### config.mk
export PLATFORM = sky130hd
export DESIGN_NAME = reg_scoreboard
export DESIGN_NICKNAME = d
export VERILOG_FILES = /design/src/rtl/arm_regs_pkg.sv /design/src/rtl/decoder_4to16.sv /design/src/rtl/reg_scoreboard.sv
export SDC_FILE = /design/constraint.sdc
export NUM_CORES = 1
export LEC_CHECK = 0
export CAP_MARGIN = 20
export CORE_MARGIN = 2
export CORE_UTILIZATION = 53
export CTS_CLUSTER_DIAMETER = 60
export CTS_CLUSTER_SIZE = 24
export DETAILED_ROUTE_END_ITERATION = 16
export PLACE_DENSITY = 0.95
export SYNTH_ARGS = -nofsm -noshare
export SYNTH_HDL_FRONTEND = slang
export SYNTH_SLANG_ARGS = --single-unit
### constraint.sdc
create_clock -name clk -period 4.7 [get_ports clk]
set_input_delay 0.47 -clock clk [delete_from_list [all_inputs] [get_ports clk]]
set_output_delay 0.47 -clock clk [all_outputs]
set_load 0.01 [all_outputs]
### src/rtl/arm_regs_pkg.sv
// Shared register-file definitions for the ARMv4 core: index/mask widths,
// their typedefs and the named special-purpose registers.
package arm_regs_pkg;

    localparam int unsigned NREGS = 16;
    localparam int unsigned IDXW  = 4;

    typedef logic [IDXW-1:0]  reg_idx_t;
    typedef logic [NREGS-1:0] reg_mask_t;

    localparam reg_idx_t R_SP = 4'd13;
    localparam reg_idx_t R_LR = 4'd14;
    localparam reg_idx_t R_PC = 4'd15;

endpackage

### src/rtl/decoder_4to16.sv
// Register number to one-hot decoder; a low enable forces an all-zero output.
module decoder_4to16
    import arm_regs_pkg::*;
(
    input  logic      en,
    input  reg_idx_t  idx,
    output reg_mask_t onehot
);

    always_comb begin
        onehot = '0;
        if (en) begin
            onehot[idx] = 1'b1;
        end
    end

endmodule

### src/rtl/reg_scoreboard.sv
// Register-busy scoreboard: tracks pending writes, flags source hazards and
// issues a registered one-hot write enable on every retire.
module reg_scoreboard #(
    parameter int unsigned NREGS = arm_regs_pkg::NREGS,
    parameter int unsigned IDXW  = arm_regs_pkg::IDXW
) (
    input  logic             clk,
    input  logic             rst_n,
    input  logic             iss_valid,
    input  logic [IDXW-1:0]  iss_rd,
    output logic             iss_ready,
    input  logic             ret_valid,
    input  logic [IDXW-1:0]  ret_rd,
    input  logic [IDXW-1:0]  src_a,
    input  logic [IDXW-1:0]  src_b,
    output logic             src_a_busy,
    output logic             src_b_busy,
    output logic [NREGS-1:0] busy_mask,
    output logic [NREGS-1:0] wen_onehot,
    output logic [IDXW:0]    pending_cnt,
    output logic             err_retire
);

    typedef logic [IDXW:0] cnt_t;

    logic [NREGS-1:0] busy_mask_q, busy_mask_d;
    logic [NREGS-1:0] wen_onehot_q, wen_onehot_d;
    cnt_t             pending_cnt_q, pending_cnt_d;
    logic             err_retire_q, err_retire_d;

    logic             iss_fire;
    logic             ret_hit;
    logic [NREGS-1:0] iss_dec;
    logic [NREGS-1:0] ret_dec;

    decoder_4to16 u_iss_dec (
        .en     (iss_fire),
        .idx    (iss_rd),
        .onehot (iss_dec)
    );

    decoder_4to16 u_ret_dec (
        .en     (ret_valid),
        .idx    (ret_rd),
        .onehot (ret_dec)
    );

    // A register retiring this cycle counts as free for both issue and sources.
    always_comb begin
        iss_ready  = !busy_mask_q[iss_rd] || (ret_valid && (ret_rd == iss_rd));
        iss_fire   = iss_valid && iss_ready;
        ret_hit    = ret_valid && busy_mask_q[ret_rd];
        src_a_busy = busy_mask_q[src_a] && !(ret_valid && (ret_rd == src_a));
        src_b_busy = busy_mask_q[src_b] && !(ret_valid && (ret_rd == src_b));
    end

    // Clear before set so a same-register issue/retire leaves the bit busy.
    always_comb begin
        busy_mask_d   = (busy_mask_q & ~ret_dec) | iss_dec;
        wen_onehot_d  = ret_dec;
        err_retire_d  = err_retire_q || (ret_valid && !busy_mask_q[ret_rd]);
        pending_cnt_d = pending_cnt_q;
        case ({iss_fire, ret_hit})
            2'b10:   pending_cnt_d = pending_cnt_q + cnt_t'(1);
            2'b01:   pending_cnt_d = pending_cnt_q - cnt_t'(1);
            default: pending_cnt_d = pending_cnt_q;
        endcase
    end

    always_ff @(posedge clk or negedge rst_n) begin
        if (!rst_n) begin
            busy_mask_q   <= '0;
            wen_onehot_q  <= '0;
            pending_cnt_q <= '0;
            err_retire_q  <= 1'b0;
        end else begin
            busy_mask_q   <= busy_mask_d;
            wen_onehot_q  <= wen_onehot_d;
            pending_cnt_q <= pending_cnt_d;
            err_retire_q  <= err_retire_d;
        end
    end

    assign busy_mask   = busy_mask_q;
    assign wen_onehot  = wen_onehot_q;
    assign pending_cnt = pending_cnt_q;
    assign err_retire  = err_retire_q;

    a_cnt_matches_mask: assert property (
        @(posedge clk) disable iff (!rst_n)
        pending_cnt_q == cnt_t'($countones(busy_mask_q))
    );

endmodule
# --- After elaboration in Yosys (flattened, before gate mapping) ---
# Cells that the tools add are included.
word_totals:
  reg_bits: 38
  in_bits: 20
  output_inout_bits: 41
  wordCells: 52
classes:
  addsub: 2
  n_lt_le_gt_ge: 6
  eq_ne: 5
  n_mux: 15
  bitwise_logic: 3
  n_reduce_logical: 17
op_table:
  columns: ["operator", "count"]
  rows:
  - ["two-way mux 16 bit", 2]
  - ["< comparator 4 x 5 -> 1 bit (second input constant)", 4]
  - ["bitwise AND 16 bit", 1]
  - ["binary-select mux 1 bit (select 4 bit)", 4]
  - ["NOT 16 bit", 1]
  - ["bitwise OR 16 bit", 1]
  - ["equality test 4 bit", 3]
  - ["logical AND 1 bit", 10]
  - ["case mux 5 bit (2 select lines)", 1]
  - ["demux 1 bit (select 4 bit)", 2]
  - ["greater-or-equal comparator 4 x 1 -> 1 bit (second input constant)", 2]
  - ["two-way mux 1 bit", 6]
  - ["adder 5 x 1 -> 5 bit (second input constant)", 1]
  - ["subtractor 5 x 1 -> 5 bit (second input constant)", 1]
  - ["logical NOT 1 bit", 4]
  - ["equality test 2 x 1 -> 1 bit (second input constant)", 1]
  - ["equality test 2 bit (second input constant)", 1]
  - ["logical OR 1 bit", 2]
  - ["nonzero test 2 bit", 1]

# --- Longest topological paths before layout ---
logic_depth:
  word_depth: 8
  ltp_mapped: 14
  ltp_nobuf: 11

# --- Cells and area by module ---
# A second synthesis with hierarchy kept.
hier_totals:
  hier_cells: 202
  hier_area_um2: 2294.7
by_module_without_submodules:
  columns: ["mod", "instances", "cells_per_inst", "area_each_um2", "seq_area_each_um2"]
  rows:
  - ["reg_scoreboard", 1, 156, 2057.0, 950.9]
  - ["decoder_4to16 at u_iss_dec", 1, 23, 120.1, 0.0]
  - ["decoder_4to16 at u_ret_dec", 1, 23, 117.6, 0.0]

# --- Least setup slack after synthesis ---
# OpenSTA, ideal clock, no wires.
synth_timing:
  path_kind: "input-to-reg"
  start: "input port iss_rd[1]"
  end: "register pending_cnt_q[2] (netlist: pending_cnt[2])"
  setup_time_ns: 0.130
  arrival_ns: 2.799
  t_required_ns: 4.570
  setup_slack_ns: 1.770
  cell_stages: 14
  n_path_buf: 3
  path_cell_list: "buf_6 -> buf_12 -> mux2i_1 -> mux4_2 -> mux2i_1 -> a21bo_1 -> ha_1 -> clkbuf_1 -> xor2_1 -> ha_1 -> a21oi_1 -> xor2_1 -> nor2_1 -> xor2_1"
synth_between:
  elab_chain_len: 7
  word_cells_on_any_way: 11
  classes_between: "eq/ne: 3; mux: 3; reduce/logical: 5"
synth_rtl:
  columns: ["item", "line_no", "rtl"]
  rows:
  - ["from (decl)", "reg_scoreboard.sv:10", "input logic [IDXW-1:0] iss_rd,"]
  - ["binary-select mux 1 bit (select 4 bit)", "reg_scoreboard.sv:50", "iss_ready = !busy_mask_q[iss_rd] || (ret_valid && (ret_rd == iss_rd));"]
  - ["two-way mux 1 bit (not written as such)", "reg_scoreboard.sv:50", null]
  - ["logical NOT 1 bit", "reg_scoreboard.sv:50", null]
  - ["logical OR 1 bit *", "reg_scoreboard.sv:50", null]
  - ["logical AND 1 bit *", "reg_scoreboard.sv:51", "iss_fire = iss_valid && iss_ready;"]
  - ["equality test 2 x 1 -> 1 bit or equality test 2 bit (tied branches)", "reg_scoreboard.sv:63", "case ({iss_fire, ret_hit})"]
  - ["case mux 5 bit (2 select lines) or nonzero test 2 bit (tied branches)", null, null]
  - ["to (signal assigned)", "reg_scoreboard.sv:79", "pending_cnt_q <= pending_cnt_d;"]
  - ["to (decl)", "reg_scoreboard.sv:28", "cnt_t pending_cnt_q, pending_cnt_d;"]
# Mark *: on every way between the ends. The rest lies on a longest branch, timed or not. The select of a mux whose other input is x is not followed.
# A chain may end at the register's enable or synchronous reset.

# --- Worst setup path after layout ---
layout_timing:
  start: "input port iss_rd[1]"
  end: "register pending_cnt_q[4] (netlist: pending_cnt[4])"
# The elaborated chain is that of the path after synthesis.

==> impl_metrics.env <==
export IMPL_drt_antenna_violating_nets=0
export IMPL_synth_area_mux_share_pct=19.1
export IMPL_status="complete, no violations"
export IMPL_reg2reg_to="pending_cnt[4]$_DFFE_PN0P_"
export IMPL_start_util_pct=54.9
export IMPL_core_area_sq_um=4350
export IMPL_fin_setup_tns_ps=0
export IMPL_yosysSeqAreaShare_pct=39.8
export IMPL_die_w_microns=71.1
export IMPL_grt_ovfl_total=0
export IMPL_cts_sinks=38
export IMPL_totalWireLength_microns=6160
export IMPL_maxSlewHeadroom_pct=56.2
export IMPL_antenna_found_initial=0
export IMPL_syn_to_final_growth_pct=25.8
export IMPL_synth_cell_area_sq_um=2390
export IMPL_drv_slew=0
export IMPL_syn_num_nets=227
export IMPL_grt_max_degree=39
export IMPL_vias=1943
export IMPL_irDropWorstVdd_mv=0.247
export IMPL_r2r_start="busy_mask[9]$_DFF_PN0_"
export IMPL_synthArstFlopShare_pct=100
export IMPL_reg2reg_setup_slack_ps=1810
export IMPL_grt_pass1_wl_microns=9700
export IMPL_ioPinCount=61
export IMPL_crit_fanout=13
export IMPL_rows=24
export IMPL_hold_class="reg -> reg"
export IMPL_clk_pin_slew_ps=80
export IMPL_synth_top_family_by_area="multiplexers"
export IMPL_cts_setup_buffers=0
export IMPL_fillers=325
export IMPL_dieArea_sq_um=5060
export IMPL_fin_nets=278
export IMPL_synth_most_common_cell="dfrtp_1"
export IMPL_worstMarginPinSlew_ps=655
export IMPL_clock_root_buffer="clkbuf_8"
export IMPL_cap_viol_max_count=0
export IMPL_timing_final_crit_share_pct=73.0
export IMPL_holdPathEnd="pending_cnt[4]$_DFFE_PN0P_"
export IMPL_required_ps=4920
export IMPL_io_buffers=60
export IMPL_seq_area_sq_um=951
export IMPL_syn_avg_cell_area_sq_um=11.7
export IMPL_synth_flop_cell="dfrtp_1"
export IMPL_cp_end_kind="flip-flop"
export IMPL_synth_seq_cells=38
export IMPL_synth_top_area_share_pct=39.8
export IMPL_grt_usage_pct=25.1
export IMPL_drive_gt1_share_pct=12.5
export IMPL_fin_crit_ps=3430
export IMPL_cts_hold_buf=0
export IMPL_power_density_nw_per_um2=452
export IMPL_total_power_mw=1.36
export IMPL_cts_tree="yes"
export IMPL_path_class="in -> reg"
export IMPL_antenna_cells=0
export IMPL_synth_largest_area_cell="dfrtp_1"
export IMPL_reg2reg_depth=11
export IMPL_p_leak_nw=1.20
export IMPL_rsz0062_at_grt="false"
export IMPL_fin_skew_ps=4.33
export IMPL_ys_top_cells_by_count="dfrtp_1 (38), nor2_1 (19), o21ai_0 (16)"
export IMPL_hold_depth=1
export IMPL_htreeDepth=2
export IMPL_syn_inst=204
export IMPL_multi_input_area_sq_um=1280
export IMPL_hp_start="pending_cnt[4]$_DFFE_PN0P_"
export IMPL_gp_congestion=0.916
export IMPL_grt_pass1_vias=1893
export IMPL_post_cts_resized=0
export IMPL_synth_edff_count=0
export IMPL_die_h_microns=71.1
export IMPL_startpoint_type="primary input"
export IMPL_synthAdderAreaFrac_pct=1.57
export IMPL_dp_hpwl_microns=4320
export IMPL_arrival_ps=3650
export IMPL_wl_per_cell_microns=20.0
export IMPL_synth_cell_types=42
export IMPL_dr_pass1_iters=4
export IMPL_clk_insertion_delay_late_ps=290
export IMPL_post_drt_via_cell_ratio=6.31
export IMPL_fmax_mhz=292
export IMPL_remaining_drc_errors=0
export IMPL_yosys_warnings=0
export IMPL_finalHoldViolCount=0
export IMPL_synth_area_leaders="dfrtp_1 (40%), mux4_2 (13%), mux2i_1 (5.4%)"
export IMPL_drtIter0Drc=246
export IMPL_synth_xor_area_share_pct=6.60
export IMPL_setup_viol=0
export IMPL_cts_buffers_inserted=5
export IMPL_synth_compound_area_share_pct=14.7
export IMPL_synth_simple_area_share_pct=11.6
export IMPL_clockBufferDepth=2
worst max-delay path: stages:
cell and delay, ps:
clkdlybuf4s50_1 850, mux2i_1 140, mux4_2 540, mux2i_1 200, a21bo_1 170, ha_1 320
xor2_1 120, ha_1 230, o31ai_1 220, nand3_1 120, o31ai_1 90, xor2_1 170
area by class of cell:
class / count / area share [%]
Multi-Input combinational cell: 147 / 42.5
Sequential cell: 38 / 31.6
Timing Repair Buffer: 61 / 20.2
Clock buffer: 6 / 2.75
Tap cell: 52 / 2.16
Clock inverter: 2 / 0.416
Inverter: 2 / 0.250
per-stage QoR:
| stage | hold slack (ps) | worst slack (ps) | std cells | cell area, sq um | utilization [%] |
|---|---|---|---|---|---|
| floorplan | 174 | 1770 | 204 | 2390 | - |
| global placement | 456 | 1140 | 300 | 2910 | 66.8 |
| detailed placement | 460 | 990 | 300 | 2910 | 66.8 |
| CTS | 474 | 1270 | 308 | 3010 | 69.0 |
| global route | 500 | 1080 | 308 | 3010 | 69.0 |
| finish | 469 | 1270 | 308 | 3010 | 69.0 |
power breakdown:
group | internal [mW] | switching (mW)
logic | 0.339 | 0.253
clock network | 0.118 | 0.114
registers | 0.398 | 0.137
total | 0.855 | 0.503
sequential cells by signal, summed over array words and instances (netlist names):
register     cells
busy_mask       16
wen_onehot      16
pending_cnt      5
err_retire       1
layer usage:
metal	track usage, %	vias to the layer above	part of all wire, %
met1	35.3	957	38
met2	38.5	108	50
met4	9.64	0	2.2
met5	0	-	0
li1	-	859	-
met3	5.41	19	9.8
placed cells by master, fill, tap and decap left out, types with 2 or more instances in the layout:
| cell type | instances |
|---|---|
| nor2_1 | 19 |
| nand3b_1 | 6 |
| dfrtp_1 | 38 |
| mux4_2 | 14 |
| clkdlybuf4s50_1 | 60 |
| o21ai_0 | 16 |
| xnor2_1 | 8 |
| or2b_2 | 2 |
| clkbuf_8 | 6 |
| o31ai_1 | 14 |
| a21oi_1 | 3 |
| xor2_1 | 10 |
| a31oi_4 | 2 |
| or2_2 | 2 |
| nand2_1 | 4 |
| mux2i_1 | 13 |
| o22ai_1 | 2 |
| inv_1 | 2 |
| ha_1 | 3 |
| o41ai_1 | 4 |
| o31a_1 | 2 |
| nand3_1 | 7 |
logic make-up (layout without fill, tap and decap cells):
family,count (synthesis),after routing
adders and majority gates,3,3
xor gates and xnor gates,18,18
muxes,28,28
DFF,38,38
AOI/OAI and AO/OA,48,48
and+or+nand+nor,50,50
buffers and inverters,19,71
worst max-delay path by stage:
stage | slack, ps | startpoint | end | cells after the start
2_1_floorplan | 1770 | iss_rd[1] | pending_cnt[2]$_DFFE_PN0P_ | 14
3_3_place_gp | 1140 | iss_rd[1] | pending_cnt[4]$_DFFE_PN0P_ | 12
3_5_place_dp | 990 | iss_rd[1] | pending_cnt[4]$_DFFE_PN0P_ | 12
4_1_cts | 1270 | iss_rd[1] | pending_cnt[4]$_DFFE_PN0P_ | 12
5_1_grt | 1080 | iss_rd[1] | pending_cnt[4]$_DFFE_PN0P_ | 12
6_report | 1270 | iss_rd[1] | pending_cnt[4]$_DFFE_PN0P_ | 12
Note: power is estimated with default switching activity, not from simulation.
